===== src/rtl/dm.sv =====
// rtl/dm.sv - Debug-module DMI transaction types shared by the DTM and the DMI CDC.
//
// Purpose: request/response structs and opcode/status encodings of the DMI.
// Ports:   none (package).
package dm;

  localparam int DmiAddrWidth = 7;

  typedef enum logic [1:0] {
    NOP   = 2'd0,
    READ  = 2'd1,
    WRITE = 2'd2
  } dtm_op_e;

  typedef enum logic [1:0] {
    OK     = 2'd0,
    FAILED = 2'd2,
    BUSY   = 2'd3
  } dmi_error_e;

  typedef struct packed {
    logic [DmiAddrWidth-1:0] addr;
    dtm_op_e                 op;
    logic [31:0]             data;
  } dmi_req_t;

  typedef struct packed {
    logic [31:0] data;
    logic [1:0]  resp;
  } dmi_resp_t;

endpackage


===== src/rtl/dmi_jtag_access.sv =====
// rtl/dmi_jtag_access.sv - TCK-domain DMI access controller: Update-DR to DMI request, response to Capture-DR.
//
// Purpose: issues one DMI request per accepted Update-DR of the `dmi` register,
//          waits for its response, keeps the result for the next Capture-DR and
//          maintains the sticky dmistat error.
// Ports:
//   clk_i, rst_i              TCK and asynchronous active-high reset
//   capture_i, update_i       Capture-DR / Update-DR pulses with `dmi` selected
//   dmi_wdata_i               shifted-in {addr, data, op}
//   dmi_rdata_o               capture value {addr_q, data_q, status}
//   dmireset_i, dmihardreset_i dtmcs reset pulses
//   dmistat_o                 sticky error
//   dmi_req_*                 request channel towards the CDC
//   dmi_resp_*                response channel from the CDC
module dmi_jtag_access
  import dm::*;
#(
  parameter int AddrWidth = DmiAddrWidth
) (
  input  logic                          clk_i,
  input  logic                          rst_i,
  input  logic                          capture_i,
  input  logic                          update_i,
  input  logic [AddrWidth+33:0]         dmi_wdata_i,
  output logic [AddrWidth+33:0]         dmi_rdata_o,
  input  logic                          dmireset_i,
  input  logic                          dmihardreset_i,
  output logic [1:0]                    dmistat_o,
  output logic [$bits(dmi_req_t)-1:0]   dmi_req_o,
  output logic                          dmi_req_valid_o,
  input  logic                          dmi_req_ready_i,
  input  logic [$bits(dmi_resp_t)-1:0]  dmi_resp_i,
  input  logic                          dmi_resp_valid_i,
  output logic                          dmi_resp_ready_o
);

  typedef enum logic [1:0] {
    IDLE = 2'd0,
    REQ  = 2'd1,
    WAIT = 2'd2
  } state_e;

  state_e                 state_q;
  logic [AddrWidth-1:0]   addr_q;
  logic [31:0]            data_q;
  logic [1:0]             op_q;
  logic [1:0]             error_q;
  logic [1:0]             error_d;
  logic                   discard_q;
  logic                   req_valid_q;
  logic                   resp_ready_q;

  logic [AddrWidth-1:0]   wr_addr;
  logic [31:0]            wr_data;
  logic [1:0]             wr_op;
  dmi_resp_t              resp;
  logic                   busy;
  logic                   start;
  logic                   resp_fire;
  logic                   drop;

  assign wr_addr = dmi_wdata_i[AddrWidth+33:34];
  assign wr_data = dmi_wdata_i[33:2];
  assign wr_op   = dmi_wdata_i[1:0];
  assign resp    = dmi_resp_t'(dmi_resp_i);

  assign busy      = (state_q != IDLE);
  // An update coinciding with dmihardreset is ignored, as is any update while an error is pending.
  assign start     = (state_q == IDLE) && update_i && !dmihardreset_i && (error_q == OK) &&
                     ((wr_op == READ) || (wr_op == WRITE));
  assign resp_fire = (state_q == WAIT) && dmi_resp_valid_i;
  // A hardreset arriving in the very cycle of the response drops that response too.
  assign drop      = discard_q || dmihardreset_i;

  // Sticky error: FAILED from the response, BUSY from DR activity while busy,
  // and the two reset pulses override anything set in the same cycle.
  always_comb begin
    error_d = error_q;
    if (resp_fire && !drop && (resp.resp == FAILED) && (error_q == OK)) error_d = FAILED;
    if (busy && (capture_i || update_i) && (error_q == OK)) error_d = BUSY;
    if (dmireset_i || dmihardreset_i) error_d = OK;
  end

  always_ff @(posedge clk_i or posedge rst_i) begin
    if (rst_i) begin
      state_q      <= IDLE;
      addr_q       <= '0;
      data_q       <= '0;
      op_q         <= '0;
      error_q      <= '0;
      discard_q    <= 1'b0;
      req_valid_q  <= 1'b0;
      resp_ready_q <= 1'b0;
    end else begin
      error_q <= error_d;
      if (dmihardreset_i && busy) discard_q <= 1'b1;
      case (state_q)
        IDLE: begin
          if (start) begin
            addr_q      <= wr_addr;
            data_q      <= wr_data;
            op_q        <= wr_op;
            req_valid_q <= 1'b1;
            state_q     <= REQ;
          end
        end
        REQ: begin
          if (dmi_req_ready_i) begin
            req_valid_q  <= 1'b0;
            resp_ready_q <= 1'b1;
            state_q      <= WAIT;
          end
        end
        WAIT: begin
          if (dmi_resp_valid_i) begin
            resp_ready_q <= 1'b0;
            state_q      <= IDLE;
            if (!drop) data_q <= resp.data;
            // Completion ends the transaction, so its discard marker must not leak into the next one.
            discard_q    <= 1'b0;
          end
        end
        default: begin
          state_q      <= IDLE;
          req_valid_q  <= 1'b0;
          resp_ready_q <= 1'b0;
        end
      endcase
    end
  end

  assign dmi_req_o        = {addr_q, op_q, data_q};
  assign dmi_req_valid_o  = req_valid_q;
  assign dmi_resp_ready_o = resp_ready_q;
  assign dmistat_o        = error_q;
  assign dmi_rdata_o      = {addr_q, data_q, busy ? 2'(BUSY) : error_q};

endmodule

===== config.mk =====
export PLATFORM = sky130hd
export DESIGN_NAME = dmi_jtag_access
export DESIGN_NICKNAME = d
export VERILOG_FILES = /design/src/rtl/dm.sv /design/src/rtl/dmi_jtag_access.sv
export SDC_FILE = /design/constraint.sdc
export NUM_CORES = 1
export LEC_CHECK = 0
export BUFFER_PORTS_ARGS = -buffer_cell sky130_fd_sc_hd__buf_4
export CAP_MARGIN = 0
export CORE_MARGIN = 4
export CORE_UTILIZATION = 47
export CTS_CLUSTER_DIAMETER = 40
export DETAILED_ROUTE_END_ITERATION = 10
export HOLD_SLACK_MARGIN = 0.06
export PLACE_DENSITY_LB_ADDON = 0.3
export SETUP_SLACK_MARGIN = 0.3
export SYNTH_ARGS = -nofsm -noshare
export SYNTH_HDL_FRONTEND = slang
export SYNTH_SLANG_ARGS = --single-unit

===== constraint.sdc =====
create_clock -name clk_i -period 4.8 [get_ports clk_i]
set_clock_uncertainty 0.15 [all_clocks]
set_input_delay 0.96 -clock clk_i [delete_from_list [all_inputs] [get_ports clk_i]]
set_output_delay 0.96 -clock clk_i [all_outputs]
set_load 0.005 [all_outputs]

# Word-level counts from Yosys, hierarchy flattened
# Index checks and enable logic that the tools add are counted.
op_classes:
  n_mux: 21
  reduce_logical: 27
  bitwise: 2
  eq_ne: 9
ops:
  columns: ["cell", "count"]
  rows:
  - ["two-way mux 32 bit", 3]
  - ["case mux 32 bit (2 select lines)", 1]
  - ["two-way mux 2 bit", 7]
  - ["logical AND 1 bit", 11]
  - ["AND reduction 3 bit", 3]
  - ["!= test 2 bit, second input constant", 4]
  - ["two-way mux 1 bit", 7]
  - ["equality test 2 bit, second input constant", 3]
  - ["case mux 1 bit (3 select lines)", 2]
  - ["case mux 2 bit (3 select lines)", 1]
  - ["equality test 2 x 1 -> 1 bit, second input constant", 2]
  - ["logical NOT 2 bit", 2]
  - ["logical OR 1 bit", 4]
  - ["AND reduction 4 bit", 1]
  - ["nonzero test 2 bit", 2]
  - ["nonzero test 3 bit", 1]
  - ["logical NOT 1 bit", 2]
  - ["NOT 1 bit", 2]
  - ["AND reduction 2 bit", 1]
word_totals:
  register_bits: 48
  inputBits: 83
  out_inout_bits: 86

# Logic depth before layout (Yosys ltp)
logic_depth:
  word_depth: 8
  mapped_depth: 8
  depth_no_buf: 4

# Least setup slack after synthesis
# OpenSTA, ideal clock, no wires.
synth_timing:
  path_type: "input port to flip-flop"
  start: "input port dmihardreset_i"
  end: "register data_q[0]"
  cell_stages: 7
  arrival_time_ns: 2.366
  path_slack_ns: 2.159
  path_cell_list: "nand2b_1 -> or4_4 -> buf_6 -> nand2b_4 -> buf_12 -> buf_12 -> mux2_4"
synth_via:
  elab_chain_cells: 6
  word_cells_on_any_way: 8
  classes_between: "2 x eq/ne; 6 x reduce/logical"
synth_rtl:
  columns: ["element", "line_no", "source"]
  rows:
  - ["from (decl)", "dmi_jtag_access.sv:27", "input logic dmihardreset_i,"]
  - ["logical NOT 1 bit", "dmi_jtag_access.sv:69", "assign start = (state_q == IDLE) && update_i && !dmihardreset_i && (error_q == OK) &&"]
  - ["logical AND 1 bit (3 in a row)", "dmi_jtag_access.sv:69", null]
  - ["!= test 2 bit (no line)", null, null]
  - ["AND reduction 4 bit (no line) (*)", null, null]
  - ["to (signal assigned)", "dmi_jtag_access.sv:101", "data_q <= wr_data;"]
  - ["to (signal assigned)", "dmi_jtag_access.sv:118", "if (!drop) data_q <= resp.data;"]
  - ["to (decl)", "dmi_jtag_access.sv:45", "logic [31:0] data_q;"]
# Every way passes the cells marked *; elsewhere a longest branch is shown, timed or not.
# A chain may end at the register's enable or synchronous reset.

# Final worst setup path
layout_timing:
  start: "register state_q[0]"
  end: "register data_q[2]"
layout_via:
  elab_chain_cells: 7
  word_cells_on_any_way: 12
  classes_between: "4 x eq/ne; 1 x mux; 7 x reduce/logical"
layout_rtl:
  columns: ["element", "line_no", "source"]
  rows:
  - ["from (decl)", "dmi_jtag_access.sv:43", "state_e state_q;"]
  - ["from (signal assigned)", "dmi_jtag_access.sv:86", "state_q <= IDLE;"]
  - ["from (signal assigned)", "dmi_jtag_access.sv:104", "state_q <= REQ;"]
  - ["from (signal assigned)", "dmi_jtag_access.sv:111", "state_q <= WAIT;"]
  - ["logical NOT 2 bit", "dmi_jtag_access.sv:69, dmi_jtag_access.sv:97", null]
  - ["logical AND 1 bit (4 in a row)", "dmi_jtag_access.sv:69", null]
  - ["!= test 2 bit (no line)", null, null]
  - ["AND reduction 4 bit (no line)", null, null]
# Parallel ways exist; a longest one is shown, timed or not.

==> metrics <==
std cell rows=27; CTS resizes=0; crit path kind=flop to flop; ys async rst share=100%; top area cells in the synthesized netlist=dfrtp_1, mux2_2, mux2_4; Post-Syn Area=0.00277 mm^2; share of cells above drive strength 1=74.9%; CORE AREA=0.00561 mm^2; worst rel slew slack=34.5%; Die X=84.7 um; slowest CP cell=nand2b_2; RR Endpoint=data_q[2]$_DFFE_PP0P_; met2 GRT Util=31.5%; Final Slew Violations=0; IO Port Bufs=168; unrepaired setup endpoints after global routing=no; status=finished clean; Post-DRT Antenna Nets=0; Hold WC Path Type=flop to flop; Reg area=0.00120 mm^2; crit-path cells=nand2b_2, nor4b_1, nand2b_4, mux2_2; Post-Layout Cell Count=407; vias per cell=4.90; placed cell area=0.00370 mm^2; number of flops mapped to enable cells by yosys=0; Num CTS Buffers=5; initial core utilization=49.3%; cts hold-fix bufs=0; H-tree depth=2; Die H=84.7 um; Critical Path Sink Type=flop; Area growth syn-to-layout=37.8%; maximum clock rate=330 MHz; met1 Resource Use GR=21.8%; Final Cell Area=0.00381 mm^2; hold endpoint=dmi_resp_ready_o$_DFFE_PP0P_; pin count of the biggest net entering global routing=49; FF-to-FF setup slack=1.77 ns; Worst R2R Path Depth=4; final hold viol count=0; dpl hpwl=4890 um; P per Cell Area=530 mW/mm^2; grt total ovfl=0; filler cell count=437; routability cong.=0.714; drt pass-1 iters=4; Setup TNS=0 ns; die area=0.00717 mm^2; Min-Delay Path Depth=2; Synth cell types=28; Yosys warnings=0; met3 usage=5.10%; GRT Total Usage=17.9%; maximum VDD drop=280 uV; Cells after Synth=209; final WL=6390 um; post-DR wirelength/cell=15.7 um; clock-pin slew on the worst setup and hold paths=0.08 ns; via count=1995; Synth Register Bits=48; clock root buffer=clkbuf_8; Clk Latency, worst-skew pair=0.29 ns; Multi-input gate area=0.00115 mm^2; first-pass GRT wire length=10500 um; ant diodes=0; Longest Clk Path Bufs=2; Synthesized Nets=292; Leakage=1.92 nW; Crit path required time=4.83 ns; launching point of the worst reg2reg path=state_q[0]$_DFFE_PP0P_; initial antenna violation count=0; worst-margin pin slew=0.981 ns; predominant post-synthesis flop cell=dfrtp_1; Hold Startpoint=dmi_resp_ready_o$_DFFE_PP0P_; crit path max fanout=33; final setup vio count=0; post-synth top area share=43.4%; placed cells=399; Worst setup SP type=flop; crit path DAT=3.06 ns; Synth area leader=dfrtp_1; Final #Nets=417; CTS tree=done; Mean Syn Cell Area=13.2 um^2; Initial DRC Count=49; CTS Sinks=48; DR DRC count=0; vias in the first global route=2120; sequential area share after synthesis=43.4%; Tmin final=3.03 ns; Setup Fix Bufs, Post-CTS=0; Ports=169; crit-path max cell delay=0.63 ns; Final period util=63.2%; Most Used Layer, Global Route=met2; max_cap viols=0
-- logic make-up after synthesis --
kind of cell	count (synthesis)	share of synthesized area (%)
AOI/OAI and AO/OA	12	2.72
and+or+nand+nor	26	5.38
buffers and inverters	51	15.2
xor gates and xnor gates	1	0.317
muxes	71	33.0
DFF	48	43.4
-- state kept, by name, summed over array words and instances (netlist names) --
| name | count |
|---|---|
| dmi_resp_ready_o | 1 |
| dmistat_o | 2 |
| op_q | 2 |
| addr_q | 7 |
| state_q | 2 |
| dmi_req_valid_o | 1 |
| data_q | 32 |
| discard_q | 1 |
-- Yosys cell counts (3+ instances only) --
| master | number |
|---|---|
| mux2_2 | 41 |
| nor2_1 | 6 |
| mux2_4 | 30 |
| nand2_1 | 7 |
| buf_12 | 4 |
| clkbuf_1 | 4 |
| o21ai_0 | 5 |
| dfrtp_1 | 48 |
| nor3_1 | 3 |
| buf_4 | 39 |
-- cell usage in the layout, fill, tap and decap left out, types with 2 or more instances in the layout --
cell,n
dfrtp_1,48
nor3_1,3
or3_1,2
o21ai_0,5
nor2_1,6
mux2_4,30
mux2_2,41
nand2_1,7
a21oi_1,2
clkbuf_8,5
buf_4,168
-- worst max-delay path by stage --
stage	start	cells past startpoint	end
after floorplan	dmihardreset_i	7	data_q[0]$_DFFE_PP0P_
after global placement	dmihardreset_i	5	data_q[1]$_DFFE_PP0P_
after detailed placement	dmihardreset_i	5	data_q[2]$_DFFE_PP0P_
after CTS	state_q[0]$_DFFE_PP0P_	4	data_q[2]$_DFFE_PP0P_
after global routing	state_q[0]$_DFFE_PP0P_	4	data_q[1]$_DFFE_PP0P_
final	state_q[0]$_DFFE_PP0P_	4	data_q[2]$_DFFE_PP0P_
-- layer usage --
metal  vias up  wire length, um
li1        933                -
met1       958             2520
met2       100             3230
met3         4              601
met4         0               34
met5         -                0
-- critical path, delay by kind of cell (launching register included) --
family,cells,cell delay (ns)
and+or+nand+nor,3,1.86
muxes,1,0.40
DFF,1,0.49
-- power breakdown --
group | switching [W] | internal [W] | total, W | leakage [nW]
clock | 0.000125 | 0.000155 | 0.000280 | 0.0552
sequential | 0.000161 | 0.000587 | 0.000747 | 0.572
combinational | 0.000295 | 0.000700 | 0.000995 | 1.29
-- through the flow --
step / hold WS (ns) / worst slack [ns] / power [W] / util, %
after CTS: 0.349 / 1.73 / 0.00206 / 68.0
final: 0.349 / 1.77 / 0.00202 / 68.0
after detailed placement: 0.320 / 1.69 / 0.00177 / 66.0
after global routing: 0.387 / 1.55 / 0.00216 / 68.0
after floorplan: 0.317 / 2.16 / 0.00135 / -
after global placement: 0.313 / 1.74 / 0.00174 / 66.0
-- cell type report --
cell class | count | area share (%)
inverters | 1 | 0.0985
multi-input cells | 110 | 30.1
repair buffers | 168 | 33.1
clock inverters | 2 | 0.919
well taps | 72 | 2.36
clock buffers | 6 | 1.90
flip-flops and latches | 48 | 31.5
No activity file was read; power rests on OpenSTA's default activity.
